File: config.mk
export PLATFORM = sky130hd
export DESIGN_NAME = mem_stage
export DESIGN_NICKNAME = d
export VERILOG_FILES = /design/src/rtl/mem_stage_pkg.sv /design/src/rtl/mem_align.sv /design/src/rtl/mem_stage.sv
export SDC_FILE = /design/constraint.sdc
export NUM_CORES = 1
export LEC_CHECK = 0
export CAP_MARGIN = 20
export CORE_MARGIN = 3
export CORE_UTILIZATION = 45
export CTS_BUF_LIST = sky130_fd_sc_hd__clkbuf_4
export CTS_CLUSTER_SIZE = 40
export DETAILED_ROUTE_END_ITERATION = 8
export HOLD_SLACK_MARGIN = 0.15
export PLACE_DENSITY_LB_ADDON = 0.12
export SLEW_MARGIN = 30
export SYNTH_ARGS = -nofsm -noshare
export SYNTH_HDL_FRONTEND = slang
export SYNTH_SLANG_ARGS = --single-unit
File: constraint.sdc
create_clock -name clk -period 2.9 [get_ports clk]
set_input_delay 0.87 -clock clk [delete_from_list [all_inputs] [get_ports clk]]
set_output_delay 0.87 -clock clk [all_outputs]
set_load 0.05 [all_outputs]
File: src/rtl/mem_stage_pkg.sv
// Shared encodings for the MEM stage: access sizes, FSM states and lane helpers.
// Sizes follow the RISC-V funct3[1:0] convention so they can be wired straight from decode.
package mem_stage_pkg;

  localparam logic [1:0] SZ_B = 2'd0;
  localparam logic [1:0] SZ_H = 2'd1;
  localparam logic [1:0] SZ_W = 2'd2;
  localparam logic [1:0] SZ_D = 2'd3;

  typedef enum logic [1:0] {
    MS_IDLE = 2'd0,
    MS_REQ  = 2'd1,
    MS_WAIT = 2'd2,
    MS_DONE = 2'd3
  } mem_state_e;

  // Low address bits that must be zero for an access of the given size.
  function automatic logic [2:0] size_mask(input logic [1:0] size);
    case (size)
      SZ_B:    return 3'b000;
      SZ_H:    return 3'b001;
      SZ_W:    return 3'b011;
      default: return 3'b111;
    endcase
  endfunction

  function automatic logic [7:0] be_base(input logic [1:0] size);
    case (size)
      SZ_B:    return 8'h01;
      SZ_H:    return 8'h03;
      SZ_W:    return 8'h0F;
      default: return 8'hFF;
    endcase
  endfunction

endpackage

File: src/rtl/mem_align.sv
// Byte-lane steering between the core and a doubleword-wide data memory.
// Purely combinational: store shift + byte enables, load extract + sign/zero extend.
module mem_align
  import mem_stage_pkg::*;
#(
  parameter int XLEN = 64
) (
  input  logic [2:0]      st_off,
  input  logic [1:0]      st_size,
  input  logic [XLEN-1:0] st_data,
  output logic [XLEN-1:0] st_wdata,
  output logic [7:0]      st_be,
  input  logic [2:0]      ld_off,
  input  logic [1:0]      ld_size,
  input  logic            ld_unsigned,
  input  logic [XLEN-1:0] ld_rdata,
  output logic [XLEN-1:0] ld_data
);

  logic [XLEN-1:0] ld_shift;

  assign st_wdata = st_data << {st_off, 3'b000};
  assign st_be    = be_base(st_size) << st_off;
  assign ld_shift = ld_rdata >> {ld_off, 3'b000};

  // Truncate to the access size, then replicate either zero or the top bit.
  always_comb begin
    ld_data = ld_shift;
    case (ld_size)
      SZ_B: ld_data = {{(XLEN-8){~ld_unsigned & ld_shift[7]}}, ld_shift[7:0]};
      SZ_H: ld_data = {{(XLEN-16){~ld_unsigned & ld_shift[15]}}, ld_shift[15:0]};
      SZ_W: ld_data = {{(XLEN-32){~ld_unsigned & ld_shift[31]}}, ld_shift[31:0]};
      default: ld_data = ld_shift;
    endcase
  end

endmodule

File: src/rtl/mem_stage.sv
// MEM stage of the 64-bit pipeline: drives a req/gnt/rvalid data port,
// stalls upstream while an access is in flight and registers the MEM->WB bundle.
module mem_stage
  import mem_stage_pkg::*;
#(
  parameter int XLEN = 64
) (
  input  logic            clk,
  input  logic            reset,
  input  logic            ValidM,
  input  logic            RegWriteM,
  input  logic            MemToRegM,
  input  logic            MemReadM,
  input  logic            MemWriteM,
  input  logic [1:0]      MemSizeM,
  input  logic            MemUnsignedM,
  input  logic [4:0]      RD_M,
  input  logic [XLEN-1:0] ALU_ResultM,
  input  logic [XLEN-1:0] WriteDataM,
  output logic            StallM,
  output logic            dmem_req,
  output logic            dmem_we,
  output logic [XLEN-1:0] dmem_addr,
  output logic [XLEN-1:0] dmem_wdata,
  output logic [7:0]      dmem_be,
  input  logic            dmem_gnt,
  input  logic            dmem_rvalid,
  input  logic [XLEN-1:0] dmem_rdata,
  output logic            ValidW,
  output logic            RegWriteW,
  output logic            MemToRegW,
  output logic            MisalignW,
  output logic [4:0]      RD_W,
  output logic [XLEN-1:0] ALU_ResultW,
  output logic [XLEN-1:0] ReadDataW
);

  mem_state_e state;

  logic            is_mem;
  logic            aligned;
  logic            start;
  logic [XLEN-1:0] st_wdata;
  logic [7:0]      st_be;
  logic [XLEN-1:0] ld_data;

  logic [2:0]      ld_off;
  logic [1:0]      ld_size;
  logic            ld_unsigned;
  logic            hold_load;
  logic            hold_regwrite;
  logic            hold_memtoreg;
  logic [4:0]      hold_rd;
  logic [XLEN-1:0] hold_alu;
  logic [XLEN-1:0] hold_rdata;

  assign is_mem  = ValidM & (MemReadM | MemWriteM);
  assign aligned = (ALU_ResultM[2:0] & size_mask(MemSizeM)) == 3'b000;
  assign start   = is_mem & aligned;

  // Store lanes come from the live inputs; load lanes from the offset latched at start.
  mem_align #(.XLEN(XLEN)) u_align (
    .st_off      (ALU_ResultM[2:0]),
    .st_size     (MemSizeM),
    .st_data     (WriteDataM),
    .st_wdata    (st_wdata),
    .st_be       (st_be),
    .ld_off      (ld_off),
    .ld_size     (ld_size),
    .ld_unsigned (ld_unsigned),
    .ld_rdata    (dmem_rdata),
    .ld_data     (ld_data)
  );

  // DONE releases the stall so the next instruction enters MEM right after it.
  always_comb begin
    StallM = 1'b0;
    if (reset) begin
      case (state)
        MS_IDLE:         StallM = start;
        MS_REQ, MS_WAIT: StallM = 1'b1;
        default:         StallM = 1'b0;
      endcase
    end
  end

  always_ff @(posedge clk) begin
    if (!reset) begin
      state         <= MS_IDLE;
      dmem_req      <= 1'b0;
      dmem_we       <= 1'b0;
      dmem_addr     <= '0;
      dmem_wdata    <= '0;
      dmem_be       <= '0;
      ValidW        <= 1'b0;
      RegWriteW     <= 1'b0;
      MemToRegW     <= 1'b0;
      MisalignW     <= 1'b0;
      RD_W          <= '0;
      ALU_ResultW   <= '0;
      ReadDataW     <= '0;
      ld_off        <= '0;
      ld_size       <= '0;
      ld_unsigned   <= 1'b0;
      hold_load     <= 1'b0;
      hold_regwrite <= 1'b0;
      hold_memtoreg <= 1'b0;
      hold_rd       <= '0;
      hold_alu      <= '0;
      hold_rdata    <= '0;
    end else begin
      case (state)
        MS_IDLE: begin
          if (start) begin
            ValidW        <= 1'b0;
            RegWriteW     <= 1'b0;
            MemToRegW     <= 1'b0;
            MisalignW     <= 1'b0;
            dmem_req      <= 1'b1;
            dmem_we       <= MemWriteM;
            dmem_addr     <= {ALU_ResultM[XLEN-1:3], 3'b000};
            dmem_wdata    <= st_wdata;
            dmem_be       <= st_be;
            ld_off        <= ALU_ResultM[2:0];
            ld_size       <= MemSizeM;
            ld_unsigned   <= MemUnsignedM;
            hold_load     <= MemReadM & ~MemWriteM;
            hold_regwrite <= RegWriteM;
            hold_memtoreg <= MemToRegM;
            hold_rd       <= RD_M;
            hold_alu      <= ALU_ResultM;
            state         <= MS_REQ;
          end else begin
            // Pass-through; a memory op reaching here is misaligned and must not write back.
            ValidW      <= ValidM;
            RegWriteW   <= RegWriteM & ~is_mem;
            MemToRegW   <= MemToRegM;
            MisalignW   <= is_mem;
            RD_W        <= RD_M;
            ALU_ResultW <= ALU_ResultM;
            ReadDataW   <= '0;
          end
        end
        MS_REQ: begin
          ValidW    <= 1'b0;
          RegWriteW <= 1'b0;
          MemToRegW <= 1'b0;
          MisalignW <= 1'b0;
          if (dmem_gnt) begin
            dmem_req <= 1'b0;
            state    <= dmem_we ? MS_DONE : MS_WAIT;
          end
        end
        MS_WAIT: begin
          ValidW    <= 1'b0;
          RegWriteW <= 1'b0;
          MemToRegW <= 1'b0;
          MisalignW <= 1'b0;
          if (dmem_rvalid) begin
            hold_rdata <= ld_data;
            state      <= MS_DONE;
          end
        end
        MS_DONE: begin
          ValidW      <= 1'b1;
          RegWriteW   <= hold_regwrite;
          MemToRegW   <= hold_memtoreg;
          MisalignW   <= 1'b0;
          RD_W        <= hold_rd;
          ALU_ResultW <= hold_alu;
          ReadDataW   <= hold_load ? hold_rdata : '0;
          state       <= MS_IDLE;
        end
        default: state <= MS_IDLE;
      endcase
    end
  end

endmodule
==> results.toml, run 1 <==
[detailed_routing]
dr.pass1.iters = 5
drt-total-wl_mm = 58.43
ant_nets = 0
drtIter0Drc = 1134
via_count = 16100
wl_per_cell_um = 20.16
drt-vias-per-instance = 5.555
drc = 0

[synth]
synth-async-reset-ratio_pct = 0
syn_area_um2 = 16840
synth_warnings = 0
synth_top_flop_cell = "dfxtp_1"
synth_edf_count = 0
synth_compound_area_share_pct = 15.78
synthCells = 1938
synthMuxAreaShare_pct = 15.99
synth_simple_gate_area_share_pct = 18.19
synthAdderAreaFrac_pct = 0.3715
synth_top_family_by_area = "simple AND/OR/NAND/NOR gates"
synth_cell_type_count = 57
synth_area_per_cell_um2 = 8.689
ys_ff_latch = 352
synth-xor-area-share_pct = 0
seq_area_frac_synth_pct = 41.85

[timing]
finalHoldViolCount = 0
skew_ns = 0.03798
max_clock_freq_ghz = 0.3515
worst_pin_slew_ns = 0.9181
slew_headroom_pct = 38.32
fin_crit_ns = 2.845
setup_viol = 0
finalCritPeriodShare_pct = 98.10
slew_viol_final = 0
rsz0062_at_grt = "false"

[final_layout]
drive_gt1_share_pct = 13.17
final_common_cell = "clkdlybuf4s50_1"
fin_cells = 2898
mostFrequentLayoutCells = "clkdlybuf4s50_1 (365), dfxtp_1 (349), nand2_1 (315)"
final_net_count = 2573
area_growth_pct = 38.17
finalInstanceArea_um2 = 23270

[power]
clkPwrFrac_pct = 24.1
pwr_density_cell_nw_per_um2 = 762.1
p_int_mw = 10.45
irDropWorstVdd_mv = 0.6268
switchingPower_mw = 7.281
total_power_mw = 17.73
p_leak_nw = 9.687
p_seq_share_pct = 33.9
p_sw_share_pct = 41.06
p_comb_share_pct = 42.0

[die]
ios = 485
core_area_um2 = 36790
rows = 70
dieArea_um2 = 39780
fp.dieW_um = 199.4
start_util_pct = 45.78
die_y_um = 199.4

[clock_network]
htree_levels = 3
cts_sinks = 352
cts_made_buffers = 95
ctsHoldBuffers = 0
cts_root_buf = "clkbuf_4"
cts_tree = "built"
clk_pin_slew_ns = 0.07
cts_buffer_depth = 3
clock_latency_ns = 0.77

[global_routing]
grt_max_degree = 121
grt_pass1_wl_mm = 88.38
antenna_found_initial = 3
grtUsageTotal_pct = 28.27
grt_pass1_vias = 15930
grt-ovfl-total = 0

[run_status]
status = "finished clean"

[place]
placed_area_um2 = 22020
gp_congestion = 0.9327
dp_hpwl_mm = 41.74
placedCellCount = 2728
port_buffers = 481

[worst_setup_path]
cp-start-kind = "input port"
required_ns = 2.03
startpoint = "MemSizeM[0]"
critical_path_class = "input port to output pin"
setup.worst_path.end_class = "output pin"
cp.arrival_ns = 1.97
rr_startpoint = "ld_off[1]"
worstPathMaxFanout = 3

[worst_hold_path]
hold_class = "input port to flip-flop"
hold_start = "reset"

[job]
drv_cap = 0
[registers in the layout, indices dropped and copies added (netlist names), 2 cells and up]
register,count
ALU_ResultW,64
state,2
hold_rdata,64
ld_size,2
hold_alu,62
hold_rd,5
ld_off,2
dmem_wdata,64
dmem_be,8
RD_W,5
ReadDataW,64
[worst paths after layout]
check	end	slack (ns)	depth (start not counted)
worst min-delay path	dmem_wdata[63]	0.43	2
worst max-delay path	StallM	0.06	6
worst max register to register	hold_rdata[51]	0.63	6
worst min register to register	ReadDataW[13]	0.44	2
[area by class of cell]
type / instances / area, um2
fill: 3243 / 13520
multi-input combinational: 1332 / 8586
sequential: 352 / 7053
timing repair buffer: 567 / 5836
clock buffer: 139 / 1044
tap: 468 / 585.6
clock inverter: 22 / 100.1
inverter: 11 / 46.29
antenna: 7 / 17.52
[power groups by stage]
stage,registers (mW),logic [mW],clock network (mW)
floorplan,7.84,2.93,0
global placement,6.09,7.42,0
detailed placement,6.11,7.49,0
CTS,6.02,7.48,4.38
global route,6.10,7.92,4.64
finish,6.01,7.45,4.27
[per-stage QoR]
stage	setup TNS (ns)	hold WS, ns	setup slack (ns)	util, %
2_1_floorplan	-0.07895	0.4271	-0.07895	-
3_3_place_gp	-1.833	0.4365	-0.1573	59.87
3_5_place_dp	-11.00	0.4368	-0.2067	59.87
4_1_cts	0	0.3526	0.0005966	62.82
5_1_grt	0	0.3768	0.0005871	63.22
6_report	0	0.4273	0.05521	63.25
[cells in the mapped netlist, types with 24 or more instances]
cell type | number | area [um2]
nand3_1 | 154 | 770.7
buf_4 | 72 | 540.5
o21ai_0 | 43 | 215.2
a31oi_1 | 24 | 150.1
buf_2 | 36 | 180.2
mux2i_1 | 149 | 1491
a21oi_1 | 144 | 720.7
nor3_1 | 32 | 160.2
nor2_1 | 173 | 649.4
clkbuf_1 | 116 | 435.4
nand2_1 | 315 | 1182
a211oi_1 | 94 | 705.7
dfxtp_1 | 352 | 7047
mux4_2 | 47 | 1059
o221a_1 | 24 | 270.3
[critical path, stage by stage]
cell and delay (ns):
dlygate4sd2_1 0.29, a211oi_4 0.28, o2111a_4 0.25, nor2_4 0.04, nor2_4 0.09, buf_12 0.14
[timing repair]
item	4_1_cts	5_1_grt
setup buffers	0	2
gates resized for setup	64	52
endpoints found under the hold margin	0	0
pin swaps	4	0
endpoints found under the setup margin	55	52
[layer usage]
layer / routed length [um] / GRT usage, % / vias to the layer above
met2: 28090 / 46.35 / 703
met3: 5392 / 9.122 / 107
met4: 1782 / 11.09 / 0
met5: 0 / 0 / -
li1: - / - / 7755
met1: 23170 / 34.77 / 7533
[logic make-up after synthesis]
| logic type | count (synthesis) |
|---|---|
| fa+ha+maj | 5 |
| flops | 352 |
| simple gates | 718 |
| buf+inv | 256 |
| mux | 208 |
| other cells | 1 |
| compound gates | 398 |
(Power assumes the default switching activity.)
==> run 2: changes to the inputs <==
Settings changed: CORE_ASPECT_RATIO set to 0.9, CORE_UTILIZATION 45 to 46, GPL_ROUTABILITY_DRIVEN set to 0, SYNTH_HIERARCHICAL set to 1.
==> run 2 against run 1 <==
Against the previous run:
- the run now ends with negative setup slack left
- count of clock-buffer cells in the layout rose by 2
- critical path depth fell by 1
- synthesized area rose by 11%
- routed wire length rose by 6.9%
- hold slack improved by 0.010 ns
- design area rose by 7.0%
- synthesized cell count rose by 11%
- total power rose by 5.1%
==> results.toml, run 2 <==
[run_status]
status = "finished with violations"
violations = "negative setup slack"

[final_layout]
final_net_count = 2773
mostFrequentLayoutCells = "nand2_1 (614), dfxtp_1 (348), clkdlybuf4s50_1 (230)"
regArea_um2 = 7059
final_common_cell = "nand2_1"
area_growth_pct = 33.31
multi_input_area_um2 = 10240
num-fill-cells = 3529
final_util_pct = 62.57
drive_gt1_share_pct = 13.80

[detailed_routing]
drt-total-wl_mm = 62.46
wl_met2_mm = 29.93
met1_length_mm = 25.30
drc = 0
dr.pass1.iters = 5
ant_nets = 0
dr_wl_met3_mm = 4.882
via_count = 17280
routed.top_layer = "met5"
drtIter0Drc = 1182
wl_per_cell_um = 19.73
drt-vias-per-instance = 5.459

[synth]
synth_warnings = 6
seq_area_frac_synth_pct = 37.73
synth.most_common_cell = "nand2_1"
synth.top_cell.area_share_pct = 37.73
syn_area_um2 = 18680
synth_edf_count = 0
ys_ff_latch = 352
synthCells = 2152
synth_area_per_cell_um2 = 8.680
synth_top_flop_cell = "dfxtp_1"
synthTopCellsByArea = "dfxtp_1 (38%), nand2_1 (12%), mux2i_1 (11%)"
synth.top_cells.by_count = "nand2_1 (616), dfxtp_1 (352), mux2i_1 (201), a21boi_0 (131), clkbuf_1 (114)"
synth-async-reset-ratio_pct = 0
synth_area_leader_cell = "dfxtp_1"
synth_cell_type_count = 55

[worst_setup_path]
critical_path_class = "input port to output pin"
worstPathMaxFanout = 2
cp.arrival_ns = 2.12
required_ns = 2.03
setup.worst_path.end_class = "output pin"
cp-start-kind = "input port"

[power]
p_leak_nw = 10.80
irDropWorstVdd_mv = 0.6379
pwr_density_cell_nw_per_um2 = 748.1

[global_routing]
grt-ovfl-total = 0
grtUsageTotal_pct = 28.05
grt_max_degree = 122
grt_pass1_vias = 17230
antenna_found_initial = 11
grt_pass1_wl_mm = 95.92

[clock_network]
htree_levels = 3
clock_latency_ns = 0.81
clk_pin_slew_ns = 0.06
ctsHoldBuffers = 0
cts_sinks = 352
cts_made_buffers = 95
cts_root_buf = "clkbuf_4"
cts_buffer_depth = 3
cts_tree = "built"

[timing]
slew_viol_final = 0
finalCritPeriodShare_pct = 103.2
skew_ns = 0.04286
setup_viol = 1
setup_ws_ns = -0.09262
fin_crit_ns = 2.993
rsz0062_at_grt = "true"
slew_headroom_pct = 37.09
max_clock_freq_ghz = 0.3342
worst_pin_slew_ns = 0.9437
finalHoldViolCount = 0

[die]
ios = 485
die_y_um = 197.2
start_util_pct = 46.93
dieArea_um2 = 43060
fp.dieW_um = 218.4
core_area_um2 = 39800
rows = 69

[worst_hold_path]
hold_class = "flip-flop to flip-flop"

[place]
dp_hpwl_mm = 44.44
dpl_worst_slack_ns = -0.4467
port_buffers = 481

[job]
drv_cap = 0
run 2: critical path, stage by stage:
cell             delay (ns)
clkdlybuf4s50_1        0.48
a2111oi_4              0.45
nor2_4                 0.06
nor2_4                 0.11
buf_12                 0.15
run 2: kinds of logic (layout without fill, tap and decap cells):
kind of cell,count (synthesis),in the layout,share of synthesized area [%]
AND/OR/NAND/NOR,832,832,19.04
AO/OA/AOI/OAI,410,410,16.83
flip-flops,352,352,37.73
multiplexers,279,279,18.13
buffers and inverters,273,742,7.924
adder cells (fa/ha/maj),5,5,0.3349
other,1,14,0.02008
run 2: path summary, 6_finish.rpt:
path,startpoint,to,slack [ns],cells after the start
worst min-delay path,hold_rdata[62],ReadDataW[62],0.44,2
worst min register to register,hold_rdata[62],ReadDataW[62],0.44,2
worst max-delay path,MemSizeM[0],StallM,-0.09,5
worst max register to register,state[1],dmem_wdata[32],0.29,10
run 2: layer usage:
metal | vias up | global-route usage [%]
li1 | 8254 | -
met1 | 8218 | 34.42
met2 | 662 | 46.45
met3 | 146 | 8.244
met4 | 4 | 11.16
met5 | - | 0
run 2: metrics by stage:
step           hold WS (ns)  area (um2)  TNS (ns)  total power, mW  std cells
2_1_floorplan        0.4350       18720   -0.1531            11.51       2154
3_3_place_gp         0.4402       23730    -41.95            14.25       2987
3_5_place_dp         0.4450       23730    -53.52            14.33       2987
4_1_cts              0.3631       24790   -0.1820            18.79       3154
5_1_grt              0.3820       24890   -0.3361            19.58       3163
6_report             0.4377       24900  -0.09262            18.63       3166
run 2: power breakdown:
part | switching (mW) | total, mW | internal [mW]
registers | 0.406 | 5.95 | 5.54
clock network | 2.08 | 4.64 | 2.56
logic | 5.22 | 8.05 | 2.83
total | 7.70 | 18.6 | 10.9
run 2: final cells by class:
| cell class | count | share of cell area (%) |
|---|---|---|
| timing repair buffer | 564 | 22.43 |
| inverter | 17 | 0.2864 |
| clock buffer | 141 | 4.251 |
| tap | 532 | 2.673 |
| antenna | 11 | 0.1105 |
| clock inverter | 20 | 0.7587 |
| multi-input combinational | 1529 | 41.14 |
| sequential | 352 | 28.35 |
run 2: timing repair:
action / in CTS / in global routing
pin swaps: 3 / 1
endpoints found under the setup margin: 214 / 32
cloned: 0 / 0
gates resized for setup: 229 / 31
setup buffers: 6 / 1
